**config.mk**
```make
export PLATFORM = sky130hd
export DESIGN_NAME = bus_master_ctrl_flat
export DESIGN_NICKNAME = d
export VERILOG_FILES = /design/src/rtl/bus_master_ctrl_if.sv /design/src/rtl/bus_master_ctrl.sv /design/src/flat_wrapper.sv
export SDC_FILE = /design/constraint.sdc
export NUM_CORES = 1
export LEC_CHECK = 0
export CAP_MARGIN = 10
export CORE_UTILIZATION = 30
export DETAILED_ROUTE_END_ITERATION = 10
export SYNTH_ARGS = -nofsm -noshare
export SYNTH_HDL_FRONTEND = slang
export SYNTH_SLANG_ARGS = --single-unit
```
**constraint.sdc**
```tcl
create_clock -name clk -period 3.46 [get_ports clk]
set_input_delay 1.038 -clock clk [delete_from_list [all_inputs] [get_ports clk]]
set_output_delay 1.038 -clock clk [all_outputs]
set_load 0.01 [all_outputs]
```
**src/rtl/bus_master_ctrl_if.sv**
```systemverilog
// Shared-bus signal bundle between a bus master sequencer and the arbiter/slave side.
// Active-low strobes keep their trailing underscore.
interface bus_master_ctrl_if #(
  parameter int unsigned ADDR_W = 30,
  parameter int unsigned DATA_W = 32
);
  logic              bus_req_;
  logic              bus_grnt_;
  logic              bus_as_;
  logic              bus_rw;
  logic [ADDR_W-1:0] bus_addr;
  logic [DATA_W-1:0] bus_wr_data;
  logic [DATA_W-1:0] bus_rd_data;
  logic              bus_rdy_;

  modport master (
    output bus_req_, bus_as_, bus_rw, bus_addr, bus_wr_data,
    input  bus_grnt_, bus_rd_data, bus_rdy_
  );

  modport slave (
    input  bus_req_, bus_as_, bus_rw, bus_addr, bus_wr_data,
    output bus_grnt_, bus_rd_data, bus_rdy_
  );
endinterface

```
**src/rtl/bus_master_ctrl.sv**
```systemverilog
// Per-master bus sequencer: turns a one-cycle access request into the arbiter
// request/grant handshake and an address-strobe/ready transfer with timeout abort.
module bus_master_ctrl #(
  parameter int unsigned ADDR_W  = 30,
  parameter int unsigned DATA_W  = 32,
  parameter int unsigned TIMEOUT = 255,
  parameter int unsigned TO_W    = 8
) (
  input  logic              clk,
  input  logic              reset,
  input  logic              req_en,
  input  logic              rw,
  input  logic [ADDR_W-1:0] addr,
  input  logic [DATA_W-1:0] wr_data,
  output logic [DATA_W-1:0] rd_data,
  output logic              busy,
  output logic              done,
  output logic              err,
  bus_master_ctrl_if.master bus
);

  typedef enum logic [1:0] {
    ST_IDLE   = 2'd0,
    ST_REQ    = 2'd1,
    ST_ACCESS = 2'd2,
    ST_WAIT   = 2'd3
  } state_e;

  state_e            state_q, state_d;
  logic [TO_W-1:0]   cnt_q, cnt_d;
  logic              lat_rw_q, lat_rw_d;
  logic [ADDR_W-1:0] lat_addr_q, lat_addr_d;
  logic [DATA_W-1:0] lat_wd_q, lat_wd_d;
  logic              bus_req_q, bus_req_d;
  logic              bus_as_q, bus_as_d;
  logic              bus_rw_q, bus_rw_d;
  logic [ADDR_W-1:0] bus_addr_q, bus_addr_d;
  logic [DATA_W-1:0] bus_wd_q, bus_wd_d;
  logic [DATA_W-1:0] rd_data_q, rd_data_d;
  logic              busy_q, busy_d;
  logic              done_q, done_d;
  logic              err_q, err_d;
  logic              rdy_c, to_c, fin_c, abort_c;

  assign rdy_c = ~bus.bus_rdy_;
  assign to_c  = (cnt_q == TO_W'(TIMEOUT - 1));

  // State and registered outputs
  always_ff @(posedge clk or negedge reset) begin
    if (!reset) begin
      state_q    <= ST_IDLE;
      cnt_q      <= '0;
      lat_rw_q   <= 1'b1;
      lat_addr_q <= '0;
      lat_wd_q   <= '0;
      bus_req_q  <= 1'b1;
      bus_as_q   <= 1'b1;
      bus_rw_q   <= 1'b1;
      bus_addr_q <= '0;
      bus_wd_q   <= '0;
      rd_data_q  <= '0;
      busy_q     <= 1'b0;
      done_q     <= 1'b0;
      err_q      <= 1'b0;
    end else begin
      state_q    <= state_d;
      cnt_q      <= cnt_d;
      lat_rw_q   <= lat_rw_d;
      lat_addr_q <= lat_addr_d;
      lat_wd_q   <= lat_wd_d;
      bus_req_q  <= bus_req_d;
      bus_as_q   <= bus_as_d;
      bus_rw_q   <= bus_rw_d;
      bus_addr_q <= bus_addr_d;
      bus_wd_q   <= bus_wd_d;
      rd_data_q  <= rd_data_d;
      busy_q     <= busy_d;
      done_q     <= done_d;
      err_q      <= err_d;
    end
  end

  // Next-state logic; grant is only looked at while requesting
  always_comb begin
    state_d = state_q;
    case (state_q)
      ST_IDLE:   if (req_en) state_d = ST_REQ;
      ST_REQ:    if (!bus.bus_grnt_) state_d = ST_ACCESS;
      ST_ACCESS: state_d = rdy_c ? ST_IDLE : ST_WAIT;
      ST_WAIT:   if (rdy_c || to_c) state_d = ST_IDLE;
      default:   state_d = ST_IDLE;
    endcase
  end

  // Next values of the registered outputs; ready beats a coincident timeout
  always_comb begin
    cnt_d      = cnt_q;
    lat_rw_d   = lat_rw_q;
    lat_addr_d = lat_addr_q;
    lat_wd_d   = lat_wd_q;
    bus_req_d  = bus_req_q;
    bus_as_d   = bus_as_q;
    bus_rw_d   = bus_rw_q;
    bus_addr_d = bus_addr_q;
    bus_wd_d   = bus_wd_q;
    rd_data_d  = rd_data_q;
    busy_d     = busy_q;
    done_d     = 1'b0;
    err_d      = 1'b0;
    fin_c      = 1'b0;
    abort_c    = 1'b0;

    case (state_q)
      ST_IDLE: begin
        if (req_en) begin
          lat_rw_d   = rw;
          lat_addr_d = addr;
          lat_wd_d   = wr_data;
          bus_req_d  = 1'b0;
          busy_d     = 1'b1;
        end
      end
      ST_REQ: begin
        if (!bus.bus_grnt_) begin
          bus_as_d   = 1'b0;
          bus_rw_d   = lat_rw_q;
          bus_addr_d = lat_addr_q;
          bus_wd_d   = lat_wd_q;
        end
      end
      ST_ACCESS: begin
        if (rdy_c) begin
          fin_c = 1'b1;
        end else begin
          bus_as_d = 1'b1;
          cnt_d    = '0;
        end
      end
      ST_WAIT: begin
        if (rdy_c)     fin_c   = 1'b1;
        else if (to_c) abort_c = 1'b1;
        else           cnt_d   = cnt_q + TO_W'(1);
      end
      default: ;
    endcase

    // Completion and abort both release the bus and return to idle
    if (fin_c || abort_c) begin
      done_d     = 1'b1;
      busy_d     = 1'b0;
      bus_req_d  = 1'b1;
      bus_as_d   = 1'b1;
      bus_addr_d = '0;
      bus_wd_d   = '0;
      if (abort_c) begin
        rd_data_d = '0;
        err_d     = 1'b1;
      end else if (lat_rw_q) begin
        rd_data_d = bus.bus_rd_data;
      end
    end
  end

  assign rd_data         = rd_data_q;
  assign busy            = busy_q;
  assign done            = done_q;
  assign err             = err_q;
  assign bus.bus_req_    = bus_req_q;
  assign bus.bus_as_     = bus_as_q;
  assign bus.bus_rw      = bus_rw_q;
  assign bus.bus_addr    = bus_addr_q;
  assign bus.bus_wr_data = bus_wd_q;

endmodule
```
**src/flat_wrapper.sv**
```systemverilog
// flat-port wrapper written by rule: the top's interface ports become plain ports
module bus_master_ctrl_flat 
#(
  parameter int unsigned ADDR_W  = 30,
  parameter int unsigned DATA_W  = 32,
  parameter int unsigned TIMEOUT = 255,
  parameter int unsigned TO_W    = 8
)
  (clk, reset, req_en, rw, addr, wr_data, rd_data, busy, done, err, bus_bus_req_, bus_bus_as_, bus_bus_rw, bus_bus_addr, bus_bus_wr_data, bus_bus_grnt_, bus_bus_rd_data, bus_bus_rdy_);
  bus_master_ctrl_if #(.ADDR_W(ADDR_W), .DATA_W(DATA_W)) bus_i ();
  input  logic clk;
  input  logic reset;
  input  logic req_en;
  input  logic rw;
  input  logic [ADDR_W-1:0] addr;
  input  logic [DATA_W-1:0] wr_data;
  output logic [DATA_W-1:0] rd_data;
  output logic busy;
  output logic done;
  output logic err;
  output wire logic [$bits(bus_i.bus_req_)-1:0] bus_bus_req_;
  output wire logic [$bits(bus_i.bus_as_)-1:0] bus_bus_as_;
  output wire logic [$bits(bus_i.bus_rw)-1:0] bus_bus_rw;
  output wire logic [$bits(bus_i.bus_addr)-1:0] bus_bus_addr;
  output wire logic [$bits(bus_i.bus_wr_data)-1:0] bus_bus_wr_data;
  input wire logic [$bits(bus_i.bus_grnt_)-1:0] bus_bus_grnt_;
  input wire logic [$bits(bus_i.bus_rd_data)-1:0] bus_bus_rd_data;
  input wire logic [$bits(bus_i.bus_rdy_)-1:0] bus_bus_rdy_;
  assign bus_bus_req_ = bus_i.bus_req_;
  assign bus_bus_as_ = bus_i.bus_as_;
  assign bus_bus_rw = bus_i.bus_rw;
  assign bus_bus_addr = bus_i.bus_addr;
  assign bus_bus_wr_data = bus_i.bus_wr_data;
  assign bus_i.bus_grnt_ = bus_bus_grnt_;
  assign bus_i.bus_rd_data = bus_bus_rd_data;
  assign bus_i.bus_rdy_ = bus_bus_rdy_;
  bus_master_ctrl #(.ADDR_W(ADDR_W), .DATA_W(DATA_W), .TIMEOUT(TIMEOUT), .TO_W(TO_W)) u_core (.clk(clk), .reset(reset), .req_en(req_en), .rw(rw), .addr(addr), .wr_data(wr_data), .rd_data(rd_data), .busy(busy), .done(done), .err(err), .bus(bus_i));
endmodule
```
Word level (Yosys, flattened, before mapping)
Cells that the tools add are included.
{"block": "classes", "eq_ne": 13, "bitwise_logic": 2, "order_cmp": 0, "add_sub_neg": 1, "div_mod_pow": 0, "shift": 0, "n_reduce_logical": 18, "n_mul": 0, "muxes": 35}
{"op": "32-bit 2-to-1 mux", "count": 5}
{"op": "30-bit 2-to-1 mux", "count": 3}
{"op": "8-bit 2-to-1 mux", "count": 3}
{"op": "1-bit 2-to-1 mux", "count": 17}
{"op": "8-bit one-hot mux with 2 select lines", "count": 1}
{"op": "2-bit inequality test, second input constant", "count": 5}
{"op": "2-bit AND reduction", "count": 5}
{"op": "2-bit nonzero test", "count": 5}
{"op": "8-bit by 1-bit adder with 8-bit output, second input constant", "count": 1}
{"op": "8-bit == test, second input constant", "count": 1}
{"op": "2-bit 2-to-1 mux", "count": 4}
{"op": "2-bit one-hot mux with 4 select lines", "count": 1}
{"op": "3-bit by 2-bit inequality test with 1-bit output, second input constant", "count": 2}
{"op": "3-bit AND reduction", "count": 2}
{"op": "2-bit == test, second input constant", "count": 2}
{"op": "2-bit by 1-bit inequality test with 1-bit output, second input constant", "count": 2}
{"op": "4-bit AND reduction", "count": 1}
{"op": "3-bit nonzero test", "count": 1}
{"op": "2-bit by 1-bit == test with 1-bit output, second input constant", "count": 1}
{"op": "2-bit zero test", "count": 1}
{"op": "1-bit logical OR", "count": 2}
{"op": "1-bit inverter", "count": 2}
{"op": "1-bit one-hot mux with 2 select lines", "count": 1}
{"op": "2-bit OR reduction", "count": 1}
{"block": "word_totals", "ram_bits": 0, "mem_bits_ro": 0, "wordCells": 83, "latch_bits": 0, "n_memories": 0, "output_inout_bits": 100, "ff_bits": 173, "inputBits": 100}

Depth between registers and ports, before layout
{"block": "depth", "depth_word": 7, "ltp_mapped": 8, "depth_no_buf": 6}

Worst setup path after synthesis
No wires, ideal clock.
{"block": "synth_timing", "path_kind": "input -> register", "from": "input bus_bus_rdy_", "to": "register u_core.rd_data_q[10] (netlist: u_core.rd_data[10])", "required_ps": 3339, "t_arrival_ps": 1880, "path_stages": 6, "slack_ps": 1459, "cell_sequence": "buf_4 > nand2_1 > nor3_4 > nor2_2 > buf_6 > a22o_1"}
{"block": "synth_via", "elab_chain_len": 4, "elab_cells_between_ends": 8, "cone_classes": "5 x mux; 3 x reduce/logical"}
{"item": "start, declared", "line_no": "flat_wrapper.sv:28", "text": "input wire logic [$bits(bus_i.bus_rdy_)-1:0] bus_bus_rdy_;"}
{"item": "1-bit 2-to-1 mux (on tied branches)", "line_no": "bus_master_ctrl.sv:140, bus_master_ctrl.sv:132"}
{"item": "1-bit 2-to-1 mux (on tied branches)"}
{"item": "2-bit nonzero test (no line) / 1-bit logical OR (equally long branches)"}
{"item": "2-bit AND reduction (no line)"}
{"item": "end signal, assigned", "line_no": "bus_master_ctrl.sv:76", "text": "rd_data_q <= rd_data_d;"}
{"item": "end, declared", "line_no": "bus_master_ctrl.sv:39", "text": "logic [DATA_W-1:0] rd_data_q, rd_data_d;"}
Parallel ways exist; a longest one is shown, timed or not.
A chain may end at the register's enable or synchronous reset.

Worst setup path in the final report
{"block": "layout_timing", "from": "input bus_bus_rdy_", "to": "register u_core.rd_data_q[20] (netlist: u_core.rd_data[20])"}
The elaborated chain is that of the path after synthesis.

==> results.ini <==
[yosys]
synth_area_per_cell_um2 = 13.91
synth-main-ff-cell = dfrtp_1
syn-instance-count = 498
synth_edf_count = 0
ys_warn_count = 0
yosysUniqueCellTypes = 41
syn_area_mm2 = 0.006928
async_reset_ff_frac = 1.000
ys_seq_area_frac = 0.6256
ys_ff_latch = 173
synth_nets = 604

[power]
irDropWorstVdd_uv = 401.2
powerDensity_mw_per_mm2 = 886.6
p_leak_nw = 4.703

[cells_and_area]
final_common_cell = clkdlybuf4s50_1
design_area_mm2 = 0.009803
regArea_mm2 = 0.004334
multi_input_area_mm2 = 0.002382
fillers = 2053
num-nets-final = 800
antennaDiodeCount = 0
final_cell_mix = clkdlybuf4s50_1, dfrtp_1, nor2_1
drive_gt1_frac = 0.1605
area_growth_pct = 41.50

[place]
dp_hpwl_um = 10660
place_area_mm2 = 0.009195
io_buffers = 199
dp_slack_ns = 0.2391
gp_congestion = 0.7575

[sta]
worst_pin_slew_ns = 1.170
max_freq_mhz = 353.5
rsz0062_at_grt = no
finalSetupTns_ns = 0
maxSlewHeadroom = 0.2192
skew_ns = 0.009032
finalCriticalPeriod_ns = 2.829
final-setup-viol-count = 0
period_share = 0.8175
maxSlewViolCount = 0
worst_slack_ns = 0.6314
finalHoldViolCount = 0

[worst_setup_path]
crit_path_end_kind = flop
arrival_ns = 3.18
path_class = input pin to flop
worstPathMaxFanout = 32
cp.required_ns = 3.81
cp-start-kind = input pin

[clock_tree]
root_buffer = clkbuf_16
insertion_delay_ns = 0.42
htreeDepth = 4
cts_buffer_depth = 2
cts.sinks = 173
cts_resized = 0
cts_buffers = 17
tritoncts = yes
cts.clk_slew.worst_paths_ns = 0.06
hold_buffers = 0
cts_setup_buffers = 0

[global_routing]
grt_first_pass_wirelength_um = 26340
grt.total_usage = 0.1433
antenna_found_initial = 0
grt_pass1_vias = 4949
gr-total-overflow = 0
grt_max_degree = 67

[floorplanning]
core_mm2 = 0.02264
rows = 55
die_w_um = 154.0
io_pins = 200
initial_core_util = 0.3060
chipHeight_um = 154.0
die_area_mm2 = 0.02371

[hold_path]
hold_path_class = flop to flop

[routing]
final_antenna_net_count = 0
wl_per_cell_um = 16.27
drtPass1Iterations = 4
vias = 4537
drtIter0Drc = 234
viasPerCell = 4.587
drc = 0
routed_wl_um = 16090

[status]
status = complete, no violations

[flow_run]
drv_cap = 0

[kinds of logic (layout without fill, tap and decap cells)]
group                    Yosys count  after routing  share of synthesized area
flip-flops                       173            173                     0.6256
multiplexers                     127            127                     0.1951
AND/OR/NAND/NOR                   94             94                    0.06087
AO/OA/AOI/OAI                     60             60                    0.07242
buffers and inverters             36            242                    0.03269
adder cells (fa/ha/maj)            6              6                    0.01084
XOR/XNOR                           2              2                   0.002529
[worst paths after layout]
| path | start | endpoint | cells past startpoint | slack [ns] |
|---|---|---|---|---|
| hold / removal | u_core.rd_data[31] | u_core.rd_data[31] | 1 | 0.50 |
| max in group asynchronous | reset | u_core.bus.bus_rw | 2 | 2.08 |
| min in group asynchronous | reset | u_core.lat_wd_q[18] | 1 | 0.58 |
| setup reg to reg | u_core.state_q[0] | u_core.rd_data[20] | 5 | 1.08 |
| hold reg to reg | u_core.rd_data[31] | u_core.rd_data[31] | 1 | 0.50 |
| setup / recovery | bus_bus_rdy_ | u_core.rd_data[20] | 5 | 0.63 |
[synthesized netlist by cell type, types with 2 or more instances]
cell type    n  area share
a2bb2oi_1    3      0.0038
inv_1        7      0.0038
mux2_2      64        0.10
and2_1       2      0.0018
ha_1         6       0.011
o211a_1      2      0.0029
buf_2       19       0.014
a21o_1       2      0.0022
nand3_1      2      0.0014
nor2_1      69       0.037
buf_6        8       0.013
nand2_1     11      0.0060
a22o_1      32       0.040
dfrtp_1    169        0.61
a21boi_0     2      0.0022
dfstp_2      4       0.015
mux2i_1     63       0.091
o2111ai_1    3      0.0038
o21ai_0      3      0.0022
a21oi_1      4      0.0029
nor3_1       2      0.0014
buf_4        2      0.0022
[registers in the layout, indices dropped and copies added, names as in the netlist, 2 cells and up]
| signal | flops |
|---|---|
| u_core.lat_wd_q | 32 |
| u_core.bus.bus_addr | 30 |
| u_core.lat_addr_q | 30 |
| u_core.cnt_q | 8 |
| u_core.bus.bus_wr_data | 32 |
| u_core.rd_data | 32 |
| u_core.state_q | 2 |
[per-stage QoR]
| stage | utilization | power [mW] | hold WS [ns] | cells |
|---|---|---|---|---|
| 5_1_grt | 0.4330 | 9.260 | 0.5167 | 989 |
| 3_3_place_gp | 0.4061 | 6.642 | 0.4837 | 960 |
| 2_1_floorplan | - | 5.213 | 0.4787 | 498 |
| 4_1_cts | 0.4330 | 8.821 | 0.5057 | 989 |
| 3_5_place_dp | 0.4061 | 6.763 | 0.4842 | 960 |
| 6_report | 0.4330 | 8.692 | 0.5004 | 989 |
[report_power, final]
group	switching, mW	total [mW]	leakage [nW]	internal (mW)
Clock	0.790	2.01	0.298	1.22
Combinational	1.38	3.24	2.23	1.86
Sequential	0.495	3.44	2.18	2.95
[area by class of cell]
type,instances,area share
Tap cell,285,0.03638
Timing Repair Buffer,206,0.2138
Multi-Input combinational cell,289,0.2430
Clock buffer,18,0.04480
Inverter,7,0.002680
Sequential cell,173,0.4421
Clock inverter,11,0.01723
[worst max-delay path, stage by stage]
cell and delay, ns:
clkdlybuf4s50_1 0.71, inv_1 0.13, o211a_1 0.16, nor2_2 0.88
a22o_1 0.26
[metal layers]
metal | up-vias | part of all wire | track usage | wire length, um
li1 | 2135 | - | - | -
met1 | 2243 | 0.45 | 0.1832 | 7307
met2 | 149 | 0.47 | 0.2286 | 7531
met3 | 10 | 0.067 | 0.04763 | 1086
met4 | 0 | 0.011 | 0.04571 | 170
met5 | - | 0 | 0 | 0
No activity file was read; power rests on OpenSTA's default activity.
